### src/rtl/tp_lookup_pkg.sv
// Shared definitions for the track-parameter lookup sequencer: FSM state encoding and default widths.
package tp_lookup_pkg;

   typedef logic [1:0] state_t;

   localparam state_t ST_IDLE  = 2'd0;
   localparam state_t ST_RUN   = 2'd1;
   localparam state_t ST_DRAIN = 2'd2;

   localparam int DEF_RAM_WIDTH     = 18;
   localparam int DEF_RAM_ADDR_BITS = 5;
   localparam int DEF_TAG_WIDTH     = 32;
   localparam int DEF_FIFO_DEPTH    = 4;

endpackage

### src/rtl/tp_lookup_fifo.sv
// Synchronous FIFO with occupancy count; storage is not reset, only pointers and count.
module tp_lookup_fifo #(
   parameter int WIDTH = 8,
   parameter int DEPTH = 4
) (
   input  logic                     clk_i,
   input  logic                     rst_i,
   input  logic                     push_i,
   input  logic [WIDTH-1:0]         din_i,
   input  logic                     pop_i,
   output logic [WIDTH-1:0]         dout_o,
   output logic [$clog2(DEPTH):0]   count_o
);

   localparam int AW = $clog2(DEPTH);
   localparam int CW = AW + 1;

   logic [WIDTH-1:0] mem_q [DEPTH];
   logic [AW-1:0]    wr_ptr_q, wr_ptr_d;
   logic [AW-1:0]    rd_ptr_q, rd_ptr_d;
   logic [CW-1:0]    count_q, count_d;

   always_comb begin
      wr_ptr_d = push_i ? wr_ptr_q + AW'(1) : wr_ptr_q;
      rd_ptr_d = pop_i  ? rd_ptr_q + AW'(1) : rd_ptr_q;
      count_d  = count_q;
      case ({push_i, pop_i})
         2'b10:   count_d = count_q + CW'(1);
         2'b01:   count_d = count_q - CW'(1);
         default: count_d = count_q;
      endcase
   end

   always_ff @(posedge clk_i) begin
      if (rst_i) begin
         wr_ptr_q <= '0;
         rd_ptr_q <= '0;
         count_q  <= '0;
      end else begin
         wr_ptr_q <= wr_ptr_d;
         rd_ptr_q <= rd_ptr_d;
         count_q  <= count_d;
      end
   end

   always_ff @(posedge clk_i) begin
      if (push_i) mem_q[wr_ptr_q] <= din_i;
   end

   assign dout_o  = mem_q[rd_ptr_q];
   assign count_o = count_q;

endmodule

### src/rtl/tp_lookup_sequencer.sv
// Issue stage for TP_lookup_memory: key->address, tag alignment with 1-cycle memory output, output FIFO.
// Optional statistics counters are built when TP_LOOKUP_STATS_EN is defined.
module tp_lookup_sequencer
   import tp_lookup_pkg::*;
#(
   parameter int RAM_WIDTH     = DEF_RAM_WIDTH,
   parameter int RAM_ADDR_BITS = DEF_RAM_ADDR_BITS,
   parameter int TAG_WIDTH     = DEF_TAG_WIDTH,
   parameter int FIFO_DEPTH    = DEF_FIFO_DEPTH
) (
   input  logic                     CLK,
   input  logic                     RST,
   input  logic                     IN_VALID,
   output logic                     IN_READY,
   input  logic [RAM_ADDR_BITS-1:0] IN_KEY,
   input  logic [TAG_WIDTH-1:0]     IN_TAG,
   input  logic                     IN_LAST,
   output logic [RAM_ADDR_BITS-1:0] MEM_RD_A,
   output logic                     MEM_RD_EN,
   input  logic [RAM_WIDTH-1:0]     MEM_DO,
   output logic                     OUT_VALID,
   input  logic                     OUT_READY,
   output logic [RAM_WIDTH-1:0]     OUT_DATA,
   output logic [TAG_WIDTH-1:0]     OUT_TAG,
   output logic                     OUT_LAST
`ifdef TP_LOOKUP_STATS_EN
  ,input  logic                     STAT_CLR,
   output logic [31:0]              STAT_LOOKUPS,
   output logic [31:0]              STAT_STALLS
`endif
);

   localparam int CW  = $clog2(FIFO_DEPTH) + 1;
   localparam int CW1 = CW + 1;
   localparam int FW  = RAM_WIDTH + TAG_WIDTH + 1;
   localparam logic [CW:0] DEPTH_L = CW1'(FIFO_DEPTH);

   state_t                 state_q, state_d;
   logic                   accept, pop, credit_ok;
   logic                   s1_vld_q;
   logic [TAG_WIDTH-1:0]   s1_tag_q;
   logic                   s1_last_q;
   logic [CW-1:0]          fifo_count;
   logic [CW:0]            occupancy;
   logic [FW-1:0]          fifo_dout;
   logic [RAM_WIDTH-1:0]   head_data;
   logic [TAG_WIDTH-1:0]   head_tag;
   logic                   head_last;
   logic                   fifo_nempty;

   // Credit counts every stub accepted but not yet popped, so the FIFO cannot overflow.
   assign occupancy = {1'b0, fifo_count} + {{CW{1'b0}}, s1_vld_q};
   assign credit_ok = occupancy < DEPTH_L;

   always_ff @(posedge CLK) begin
      if (RST) state_q <= ST_IDLE;
      else     state_q <= state_d;
   end

   always_comb begin
      state_d = state_q;
      case (state_q)
         ST_IDLE:  if (accept) state_d = IN_LAST ? ST_DRAIN : ST_RUN;
         ST_RUN:   if (accept && IN_LAST) state_d = ST_DRAIN;
         ST_DRAIN: if (pop && OUT_LAST) state_d = ST_IDLE;
         default:  state_d = ST_IDLE;
      endcase
   end

   always_comb begin
      IN_READY = !RST && (state_q != ST_DRAIN) && credit_ok;
   end

   assign accept    = IN_VALID && IN_READY;
   assign MEM_RD_EN = accept;
   assign MEM_RD_A  = RST ? '0 : IN_KEY;

   // s1: tag waits here while the memory registers its read
   always_ff @(posedge CLK) begin
      if (RST) s1_vld_q <= 1'b0;
      else     s1_vld_q <= accept;
   end

   always_ff @(posedge CLK) begin
      if (accept) begin
         s1_tag_q  <= IN_TAG;
         s1_last_q <= IN_LAST;
      end
   end

   tp_lookup_fifo #(
      .WIDTH (FW),
      .DEPTH (FIFO_DEPTH)
   ) u_fifo (
      .clk_i   (CLK),
      .rst_i   (RST),
      .push_i  (s1_vld_q),
      .din_i   ({MEM_DO, s1_tag_q, s1_last_q}),
      .pop_i   (pop),
      .dout_o  (fifo_dout),
      .count_o (fifo_count)
   );

   assign {head_data, head_tag, head_last} = fifo_dout;
   assign fifo_nempty = (fifo_count != '0);
   assign pop         = OUT_VALID && OUT_READY;

   // Outputs read zero whenever the FIFO is empty, which also covers the post-reset values.
   assign OUT_VALID = fifo_nempty;
   assign OUT_DATA  = fifo_nempty ? head_data : '0;
   assign OUT_TAG   = fifo_nempty ? head_tag  : '0;
   assign OUT_LAST  = fifo_nempty && head_last;

`ifdef TP_LOOKUP_STATS_EN
   logic [31:0] lookups_q, stalls_q;

   function automatic logic [31:0] sat_inc(input logic [31:0] v);
      return (v == 32'hFFFF_FFFF) ? v : v + 32'd1;
   endfunction

   always_ff @(posedge CLK) begin
      if (RST || STAT_CLR) begin
         lookups_q <= '0;
         stalls_q  <= '0;
      end else begin
         if (accept)                lookups_q <= sat_inc(lookups_q);
         if (IN_VALID && !IN_READY) stalls_q  <= sat_inc(stalls_q);
      end
   end

   assign STAT_LOOKUPS = lookups_q;
   assign STAT_STALLS  = stalls_q;
`endif

endmodule

### config.mk
export PLATFORM = sky130hd
export DESIGN_NAME = tp_lookup_sequencer
export DESIGN_NICKNAME = d
export VERILOG_FILES = /design/src/rtl/tp_lookup_pkg.sv /design/src/rtl/tp_lookup_fifo.sv /design/src/rtl/tp_lookup_sequencer.sv
export SDC_FILE = /design/constraint.sdc
export NUM_CORES = 1
export LEC_CHECK = 0
export BUFFER_PORTS_ARGS = -buffer_cell sky130_fd_sc_hd__buf_2
export CAP_MARGIN = 40
export CORE_ASPECT_RATIO = 0.8
export CORE_UTILIZATION = 31
export CTS_BUF_LIST = sky130_fd_sc_hd__clkbuf_4
export CTS_CLUSTER_DIAMETER = 120
export DETAILED_ROUTE_END_ITERATION = 8
export GPL_ROUTABILITY_DRIVEN = 0
export PLACE_DENSITY_LB_ADDON = 0.05
export SLEW_MARGIN = 20
export SYNTH_ARGS = -nofsm -noshare
export SYNTH_HDL_FRONTEND = slang
export SYNTH_SLANG_ARGS = --single-unit
### constraint.sdc
create_clock -name CLK -period 6.08 [get_ports CLK]
set_clock_uncertainty 0.15 [all_clocks]
set_input_delay 0 -clock CLK [delete_from_list [all_inputs] [get_ports CLK]]
set_output_delay 0 -clock CLK [all_outputs]
set_load 0.01 [all_outputs]
Yosys cells after proc, flatten, opt, wreduce, memory -nomap -nowiden
Memory sizes are Yosys's and may differ from the RTL's. A register that Yosys moved wholly into a read port is not among the register bits.
Cells that the tools add are included.

storage, ports and cells
  bits in latches = 0
  flip-flop bits (word level) = 43
  memories = 1
  ROM bits = 0
  bits of input ports = 60
  RAM bits = 204

cells by class
  equality and inequality tests = 8
  multipliers = 0
  bitwise gates (word level) = 0
  mux-type cells = 13
  add/sub/neg operators = 5
  div/mod/pow operators = 0
  shifts and indexed selects = 0
  reductions and logical operators = 12
  magnitude comparators = 1

memories
  name          depth  bits a word  rd ports  clocked after Yosys merged registers in  wr ports  RTL line              source
  u_fifo.mem_q  4      51           1         1                                        1         tp_lookup_fifo.sv:18  logic [WIDTH-1:0] mem_q [DEPTH];

operators by type and width
  cell                 number
  $mux 32              1
  $mux 18              1
  $mux 2               6
  $ne 2x2->1 const B   4
  $logic_and 1x1->1    7
  $pmux 2 s3           1
  $pmux 3 s2           1
  $mux 5               1
  $add 2x1->2 const B  2
  $add 3x1->4          1
  $eq 2x1->1 const B   2
  $eq 2x2->1 const B   2
  $lt 4x3->1 const B   1
  $add 3x1->3 const B  1
  $reduce_and 3->1     1
  $reduce_bool 3->1    1
  $sub 3x1->3 const B  1
  $logic_not 2->1      1
  $mux 1               2
  $reduce_bool 2->1    1
  $logic_not 1->1      1

Logic depth before layout (Yosys ltp)
Gate-level depths: netlist of the first run.

  depth in word-level cells = 7
  gate-level depth with buffers = 8
  gate-level depth less buffers = 7

Hierarchy
From an unflattened synthesis of the first run, not the netlist that was laid out.

second synthesis, totals
  cell total of the unflattened synthesis = 426
  area total of the unflattened synthesis = 9514.1 µm²

by module, submodules not included
  module               sequential area each (µm²)  cells an instance  area an instance (µm²)  times used
  tp_lookup_fifo       6306.0                      312                7841.3                  1
  tp_lookup_sequencer  1051.0                      114                1672.9                  1

Least setup slack after synthesis of the first run
OpenSTA, ideal clock, no wires.

  kind = reg2reg
  start = register u_fifo.wr_ptr_q[0]
  end = memory u_fifo.mem_q[2][0] in the netlist's numbering, enable pin
  stages on the path, launching flop included = 4
  path slack = 3.759 ns
  library setup time = 0.414 ns
  required time = 5.516 ns
  arrival time = 1.757 ns
  path through = dfxtp_1 > inv_1 > ha_1 > and2_1

RTL lines
  what                    RTL line              source
  from (decl)             tp_lookup_fifo.sv:19  logic [AW-1:0] wr_ptr_q, wr_ptr_d;
  from (signal assigned)  tp_lookup_fifo.sv:40  wr_ptr_q <= wr_ptr_d;
  to (decl)               tp_lookup_fifo.sv:18

No word-level cell before the write port.

==> results of run 1 <==
[per-stage QoR]
stage	worst slack [ns]	instance area [um^2]	util	cells	power, mW
floorplan	3.76	9350	-	425	2.76
global placement	3.56	10400	0.351	933	3.15
detailed placement	3.54	10500	0.356	939	3.19
CTS	2.78	12400	0.419	1156	4.66
global route	2.67	12400	0.419	1157	4.83
finish	3.00	12400	0.419	1157	4.54
[layer usage]
metal	vias to the layer above	routed length, um
met4	0	570
met1	2557	8820
met5	-	0
li1	2313	-
met3	54	977
met2	123	9880
[what timing repair did]
action,4_1_cts,5_1_grt
resized for setup,0,0
hold buffers,109,0
endpoints found under the hold margin,132,0
[layout make-up]
cell class | instances | area (um^2) | share of cell area
antenna | 1 | 2.50 | 0.000202
clock inverter | 6 | 22.5 | 0.00182
timing repair buffer | 236 | 1830 | 0.148
tap | 406 | 508 | 0.0411
inverter | 7 | 26.3 | 0.00212
clock buffer | 102 | 766 | 0.0619
multi-input combinational | 150 | 1860 | 0.150
sequential | 249 | 7360 | 0.595
[cell usage after synthesis, types with 2 or more instances]
| cell | n |
|---|---|
| buf_6 | 6 |
| xnor2_1 | 2 |
| ha_1 | 5 |
| clkbuf_1 | 6 |
| and4_1 | 2 |
| xor2_1 | 3 |
| mux4_2 | 51 |
| nor2b_1 | 56 |
| a21oi_1 | 2 |
| inv_1 | 7 |
| and2_1 | 4 |
| dfxtp_1 | 12 |
| buf_2 | 6 |
| nor2_1 | 9 |
| edfxtp_1 | 237 |
[worst max-delay path by stage]
| stage | from | endpoint | slack [ns] | cells after the start |
|---|---|---|---|---|
| floorplan | u_fifo.wr_ptr_q[0] | u_fifo.mem_q[2][0] | 3.76 | 3 |
| global placement | register | OUT_TAG[30] | 3.56 | 4 |
| detailed placement | register | OUT_TAG[30] | 3.54 | 4 |
| CTS | register | OUT_TAG[30] | 2.78 | 4 |
| global route | register | OUT_TAG[30] | 2.67 | 4 |
| finish | register | OUT_TAG[30] | 3.00 | 4 |
[worst min-delay path, cell delays in order]
cell and delay (ns):
dlygate4sd3_1 0.53, buf_2 0.23, nor2_1 0.13
[logic make-up after synthesis]
logic type,after synthesis,synth area share
compound gates,9,0.00777
buf+inv,26,0.0161
mux,52,0.124
xor+xnor,5,0.00469
flops,249,0.787
fa+ha+maj,6,0.00884
simple gates,78,0.0514
[power by group through the flow]
stage	clock, mW	combinational, mW	sequential, mW
floorplan	0	0.704	2.06
global placement	0	1.02	2.14
detailed placement	0	1.06	2.13
CTS	1.44	1.12	2.10
global route	1.53	1.19	2.11
finish	1.38	1.08	2.09
[sequential cells by signal (all words and copies together), names as in the netlist, named ones only]
name	flops
state_q	2
u_fifo.mem_q	204
u_fifo.wr_ptr_q	2
u_fifo.rd_ptr_q	2
s1_last_q	1
u_fifo.count_o	3
s1_vld_q	1
s1_tag_q	32
==> impl_metrics.toml, run 1 <==
[outcome]
status = "finished clean"

[worst_setup_path]
crit_fanout = 29
crit_arrival_ns = 2.93
worstSetupEndpointType = "output pin"
crit_type = "register to output pin"
r2r-end = "u_fifo.count_o[1]"
ff2ff_path_depth = 8
crit_required_ns = 5.93
cp_num_buf_inv = 2
crit_family = "buffers and inverters"
critPathLaunchType = "register"
cpMaxStageDelayCell = "dfxtp_4"
cp_slowest_stage_delay_ns = 0.69
r2r-start = "u_fifo.count_o[0]"
cp_cell_sequence = "buf_4 -> mux4_2 -> nor2b_1 -> buf_2"
r2r_slack_ns = 3.55

[power_and_ir_drop]
powerDensity_nw_per_um2 = 367
p_leak_nw = 4.32
vdd_drop_max_mv = 0.181
p_sw_frac = 0.281
p_sw_mw = 1.28
clock_power_share = 0.303
p_int_mw = 3.27
p_seq_frac = 0.459
combPwrFrac = 0.238

[synth]
yosysUniqueCellTypes = 32
synthArstFlopShare = 0
yosys_most_used_dff = "edfxtp_1"
syn_avg_cell_area_um2 = 22.0
ys_seq_elements = 249
ys_seq_area_frac = 0.787
ys_warn_count = 0
yosys.area.top_type = "edfxtp_1"
synth_area_um2 = 9350
synthesis.nets = 491
synth-edff-count = 237
synth.area.top_cells = "edfxtp_1, mux4_2, nor2b_1"
yosysTopAreaCellShare = 0.762
synthCells = 425

[sta]
worstMarginPinSlew_ns = 0.659
maxSlewViolCount = 0
fin_tns_setup_ns = 0
relSlewSlack = 0.561
hold_ws_ns = 0.133
finalHoldViolCount = 0
fin_crit_sh = 0.507
finalSetupViolCount = 0
max_freq_mhz = 325
finalWorstPathRequiredPeriod_ns = 3.08
grt_setup_unrepaired = "false"

[global_routing]
globalRouteMet2Util = 0.231
grt_overflow_total = 0
grt_use_total = 0.139
antenna_found_initial = 1
grt_pass1_wl_um = 31500
grt_pass1_vias = 5600
grt_max_degree = 37
gr-usage-met1 = 0.168
busiest_layer = "met2"
met3_usage = 0.0401

[final_layout]
layout_commonest_cell = "edfxtp_1"
drive_above_1_share = 0.389
fillers = 2738
final_nets = 777
area_growth_pct = 32.4
final_cell_mix = "edfxtp_1, buf_2, dlygate4sd3_1, clkbuf_4, nor2b_1"

[placed_design]
io_buffers = 118
hpwlAfterDp_um = 11300

[clocking]
cts.root.buffer_cell = "clkbuf_4"
clk-insertion-delay-late_ns = 0.65
cts_buffers = 67
clkSinkCount = 249
clk_pin_slew_ns = 0.06
cts_max_level = 3
cts_tree = "done"
post-cts-setup-buffer-count = 0
cts.path.max_buffers = 3

[routing]
wire_per_inst_um = 17.5
drtAntennaViolNets = 0
wirelength_um = 20200
vias = 5047
dr.pass1.iters = 4
dr.first_iter.drc_count = 148
drc = 0
via_per_inst = 4.36

[floorplanning]
die_x_um = 196
core_area_um2 = 29500
initial_core_util = 0.317
rows = 56
dieHeight_um = 157
die_area_um2 = 30800
io_pins = 119

[min_path]
worstHoldStart = "RST"
whs_path_depth = 3
worstHoldPathType = "input port to register"

[run]
cap_violations = 0
(Power assumes the default switching activity.)
==> run 2: changes to the inputs <==
Clock period 6.08 ns to 2.8 ns, I/O delays scaled along.
==> run 2 against run 1 <==
Wire length fell by 0.56%. Via count fell by 1.3%. First-iteration DRC count rose by 3.4%. Critical path depth did not move. Sequential share of layout area fell by 0.44 points. Hold slack improved by 0.014 ns. Combinational power rose by 120%. Die area did not move. Core utilization rose by 0.31 points. Sequential power rose by 120%. Clock-buffer cell count fell by 4. Design area rose by 0.75%. Critical endpoint is now OUT_DATA[11]. Highest routed layer unchanged.
==> impl_metrics.toml, run 2 (same netlist as run 1, synthesis figures left out) <==
[sta]
finalSetupViolCount = 0
finalWorstPathRequiredPeriod_ns = 2.49
fin_tns_setup_ns = 0
maxSlewViolCount = 0
grt_setup_unrepaired = "false"
fin_crit_sh = 0.888
relSlewSlack = 0.583
worstMarginPinSlew_ns = 0.625
finalHoldViolCount = 0
max_freq_mhz = 402

[power_and_ir_drop]
power_mw = 10.1
p_int_mw = 7.26
vdd_drop_max_mv = 0.485
clock_power_share = 0.313
p_seq_frac = 0.446
powerDensity_nw_per_um2 = 810
combPwrFrac = 0.241
p_leak_nw = 4.36
p_sw_mw = 2.83
p_sw_frac = 0.280

[global_routing]
antenna_found_initial = 1
grt_use_total = 0.139
grt_pass1_wl_um = 31300
grt_pass1_vias = 5648
met3_usage = 0.0418
globalRouteMet2Util = 0.240
busiest_layer = "met2"
grt_max_degree = 33
grt_overflow_total = 0
gr-usage-met1 = 0.161

[worst_setup_path]
crit_type = "register to output pin"
worstSetupEndpointType = "output pin"
crit_fanout = 21
crit_arrival_ns = 2.34
critPathLaunchType = "register"
crit_required_ns = 2.65

[clocking]
clkSinkCount = 249
cts.path.max_buffers = 3
clk-insertion-delay-late_ns = 0.64
hold_buffers = 109
post-cts-setup-buffer-count = 0
cts_tree = "done"
clk_pin_slew_ns = 0.06
cts_resized = 0
cts_buffers = 68
cts.root.buffer_cell = "clkbuf_4"
cts_max_level = 3

[placed_design]
postPlaceCellArea_um2 = 10500
io_buffers = 118
hpwlAfterDp_um = 11200

[final_layout]
final_area_um2 = 12500
largest_reg_flops = 204
drive_above_1_share = 0.389
final_nets = 781
largest-register = "u_fifo.mem_q"
area_growth_pct = 33.4
layout_commonest_cell = "edfxtp_1"
final_cell_mix = "edfxtp_1, buf_2, dlygate4sd3_1, clkbuf_4, nor2b_1"

[floorplanning]
rows = 56
dieHeight_um = 157
initial_core_util = 0.317
core_area_um2 = 29500
io_pins = 119
die_area_um2 = 30800
die_x_um = 196

[routing]
drc = 0
via_per_inst = 4.28
wirelength_um = 20100
dr.first_iter.drc_count = 153
drtAntennaViolNets = 0
vias = 4981
wire_per_inst_um = 17.3
dr.pass1.iters = 4

[outcome]
status = "finished clean"

[min_path]
worstHoldPathType = "input port to output pin"

[run]
cap_violations = 0
## run 2: changes by cell type in the layout (fill, tap and decap cells not counted), sizes merged
cell,before,now
clkbuf,102,98
buf,127,130
inv,8,9
diode,1,2
clkinv,5,8
bufinv,0,2
## run 2: worst paths after layout
path	depth (start not counted)	slack [ns]	to	from
max	4	0.31	OUT_DATA[11]	register
min	3	0.15	MEM_RD_A[0]	IN_KEY[0]
max reg2reg	4	0.45	state_q[0]	s1_vld_q
min reg2reg	0	0.34	u_fifo.mem_q[1][11]	s1_tag_q[10]
## run 2: final cells by class
| cell class | instances | area [um^2] |
|---|---|---|
| clock inverters | 12 | 97.6 |
| flip-flops and latches | 249 | 7360 |
| diodes | 2 | 5.00 |
| fillers | 2690 | 17000 |
| clock buffers | 98 | 736 |
| inverters | 7 | 26.3 |
| repair buffers | 239 | 1870 |
| multi-input cells | 150 | 1860 |
| well taps | 406 | 508 |
## run 2: power by group through the flow
stage                     clock network, mW  logic [mW]  registers [mW]
after global placement                    0        2.39            4.57
final                                  3.16        2.43            4.50
after CTS                              3.32        2.53            4.51
after detailed placement                  0        2.39            4.59
after global routing                   3.51        2.67            4.54
after floorplan                           0        1.53            4.47
## run 2: layer usage
metal	wire [um]	vias to the layer above
li1	-	2328
met1	8550	2495
met2	10300	114
met3	856	44
met4	422	0
met5	0	-
## run 2: stage by stage
step	utilization	hold WS (ns)	setup slack (ns)	cells
final	0.423	0.148	0.313	1163
after global routing	0.423	0.113	0.0948	1163
after CTS	0.422	0.0926	0.147	1161
after detailed placement	0.357	0.0281	0.569	942
after global placement	0.357	0.0276	0.680	942
after floorplan	-	-0.104	0.479	425
## run 2: worst max-delay path, cell delays in order (launching register included)
cell and delay (ns):
dfxtp_4 0.55, buf_12 0.26, mux4_2 0.52, nor2b_1 0.18, buf_2 0.18
==> run 3: changes to the inputs <==
Settings changed: CORE_ASPECT_RATIO 0.8 to 0.7.
==> run 3 against run 2 <==
Die area is essentially flat. Combinational power is essentially flat. First-iteration DRC count grew 14%. Fmax shrank 2.7%. Register-to-register slack gained 0.11 ns. Critical path type unchanged. Sequential power is essentially flat. Via count grew 1.6%. Final cell count shrank 2.5%.
==> impl_metrics.toml, run 3 (same netlist as run 1, synthesis figures left out) <==
[outcome]
status = "finished clean"

[routing]
dr.first_iter.drc_count = 175
dr.pass1.iters = 4
drtAntennaViolNets = 0
wirelength_um = 20600
vias = 5062
wire_per_inst_um = 18.2
drc = 0
via_per_inst = 4.46

[final_layout]
largest-register = "u_fifo.mem_q"
final_area_um2 = 12300
drive_above_1_share = 0.381
largest_reg_flops = 204
final_cells = 1134
final_nets = 779
final_cell_mix = "edfxtp_1, buf_2, dlygate4sd3_1, clkbuf_4, nor2b_1"
area_growth_pct = 32.0
final_core_util = 0.421
layout_commonest_cell = "edfxtp_1"

[placed_design]
post-place-cells = 915
postPlaceCellArea_um2 = 10500
hpwlAfterDp_um = 11200
io_buffers = 118
detailedPlace.worstSlack_ns = 0.578

[min_path]
worstHoldStart = "RST"
worstHoldPathType = "input port to register"

[worst_setup_path]
worstSetupEndpointType = "output pin"
crit_arrival_ns = 2.41
cp_cell_sequence = "buf_12 -> mux4_2 -> nor2b_1 -> buf_2"
critPathLaunchType = "register"
crit_required_ns = 2.65
cp_num_buf_inv = 2
crit_type = "register to output pin"
cpMaxStageDelayCell = "dfxtp_4"
cp_slowest_stage_delay_ns = 0.61
crit_family = "flip-flops"
r2r-start = "u_fifo.count_o[0]"
crit_fanout = 20

[global_routing]
antenna_found_initial = 1
grt_pass1_wl_um = 32000
grt_overflow_total = 0
grt_max_degree = 29
grt_use_total = 0.141
grt_pass1_vias = 5662

[sta]
fin_tns_setup_ns = 0
grt_setup_unrepaired = "false"
maxSlewViolCount = 0
relSlewSlack = 0.673
fin_crit_sh = 0.913
finalSetupViolCount = 0
hold_ws_ns = 0.125
finalWorstPathRequiredPeriod_ns = 2.56
worstMarginPinSlew_ns = 0.491
max_freq_mhz = 391
worst_slack_ns = 0.243
finalHoldViolCount = 0

[power_and_ir_drop]
powerDensity_nw_per_um2 = 803
p_leak_nw = 4.31
power_mw = 9.90
vdd_drop_max_mv = 0.363

[clocking]
cts.root.buffer_cell = "clkbuf_4"
hold_buffers = 108
clk-insertion-delay-late_ns = 0.65
cts_tree = "done"
clkSinkCount = 249
cts_buffers = 66
post-cts-setup-buffer-count = 0
cts_max_level = 3
cts.path.max_buffers = 3
cts_resized = 0
clk_pin_slew_ns = 0.07

[run]
cap_violations = 0

[floorplanning]
die_area_um2 = 30900
die_x_um = 210
io_pins = 119
dieHeight_um = 147
initial_core_util = 0.319
core_area_um2 = 29300
rows = 52
## run 3: changes by cell type in the layout (fill, tap and decap cells not counted)
cell,change
dlygate4sd3_1,-1
buf_4,+3
inv_2,-1
clkinv_1,+7
bufinv_16,-2
diode_2,-1
buf_12,-2
clkbuf_4,-4
## run 3: tightest hold or removal path, cell delays in order
cell and delay [ns]:
dlygate4sd3_1 0.53, buf_2 0.23, nor2_1 0.13
## run 3: area by class of cell
cell class / count / area [um^2]
multi-input cells: 150 / 1860
inverters: 7 / 26.3
diodes: 1 / 2.50
clock buffers: 94 / 706
clock inverters: 16 / 60.1
repair buffers: 239 / 1840
well taps: 378 / 473
flip-flops and latches: 249 / 7360
fillers: 2711 / 16900
## run 3: power breakdown
part           internal (mW)  total (mW)  leakage [nW]  switching, mW
clock network           1.53        2.97         0.460           1.44
registers               4.32        4.51          2.26          0.193
logic                   1.16        2.42          1.59           1.26
## run 3: worst paths after layout
check	cells after the start	slack [ns]	endpoint
max	4	0.24	OUT_DATA[13]
max reg2reg	7	0.56	u_fifo.count_o[2]
min reg2reg	0	0.32	u_fifo.mem_q[2][4]
min	3	0.12	u_fifo.wr_ptr_q[1]
## run 3: routing by layer
metal	track usage	vias up	share of wire	wire (um)
li1	-	2323	-	-
met1	0.174	2568	0.45	9270
met2	0.232	130	0.48	9950
met3	0.0419	41	0.048	991
met4	0.0591	0	0.020	413
met5	0	-	0	0
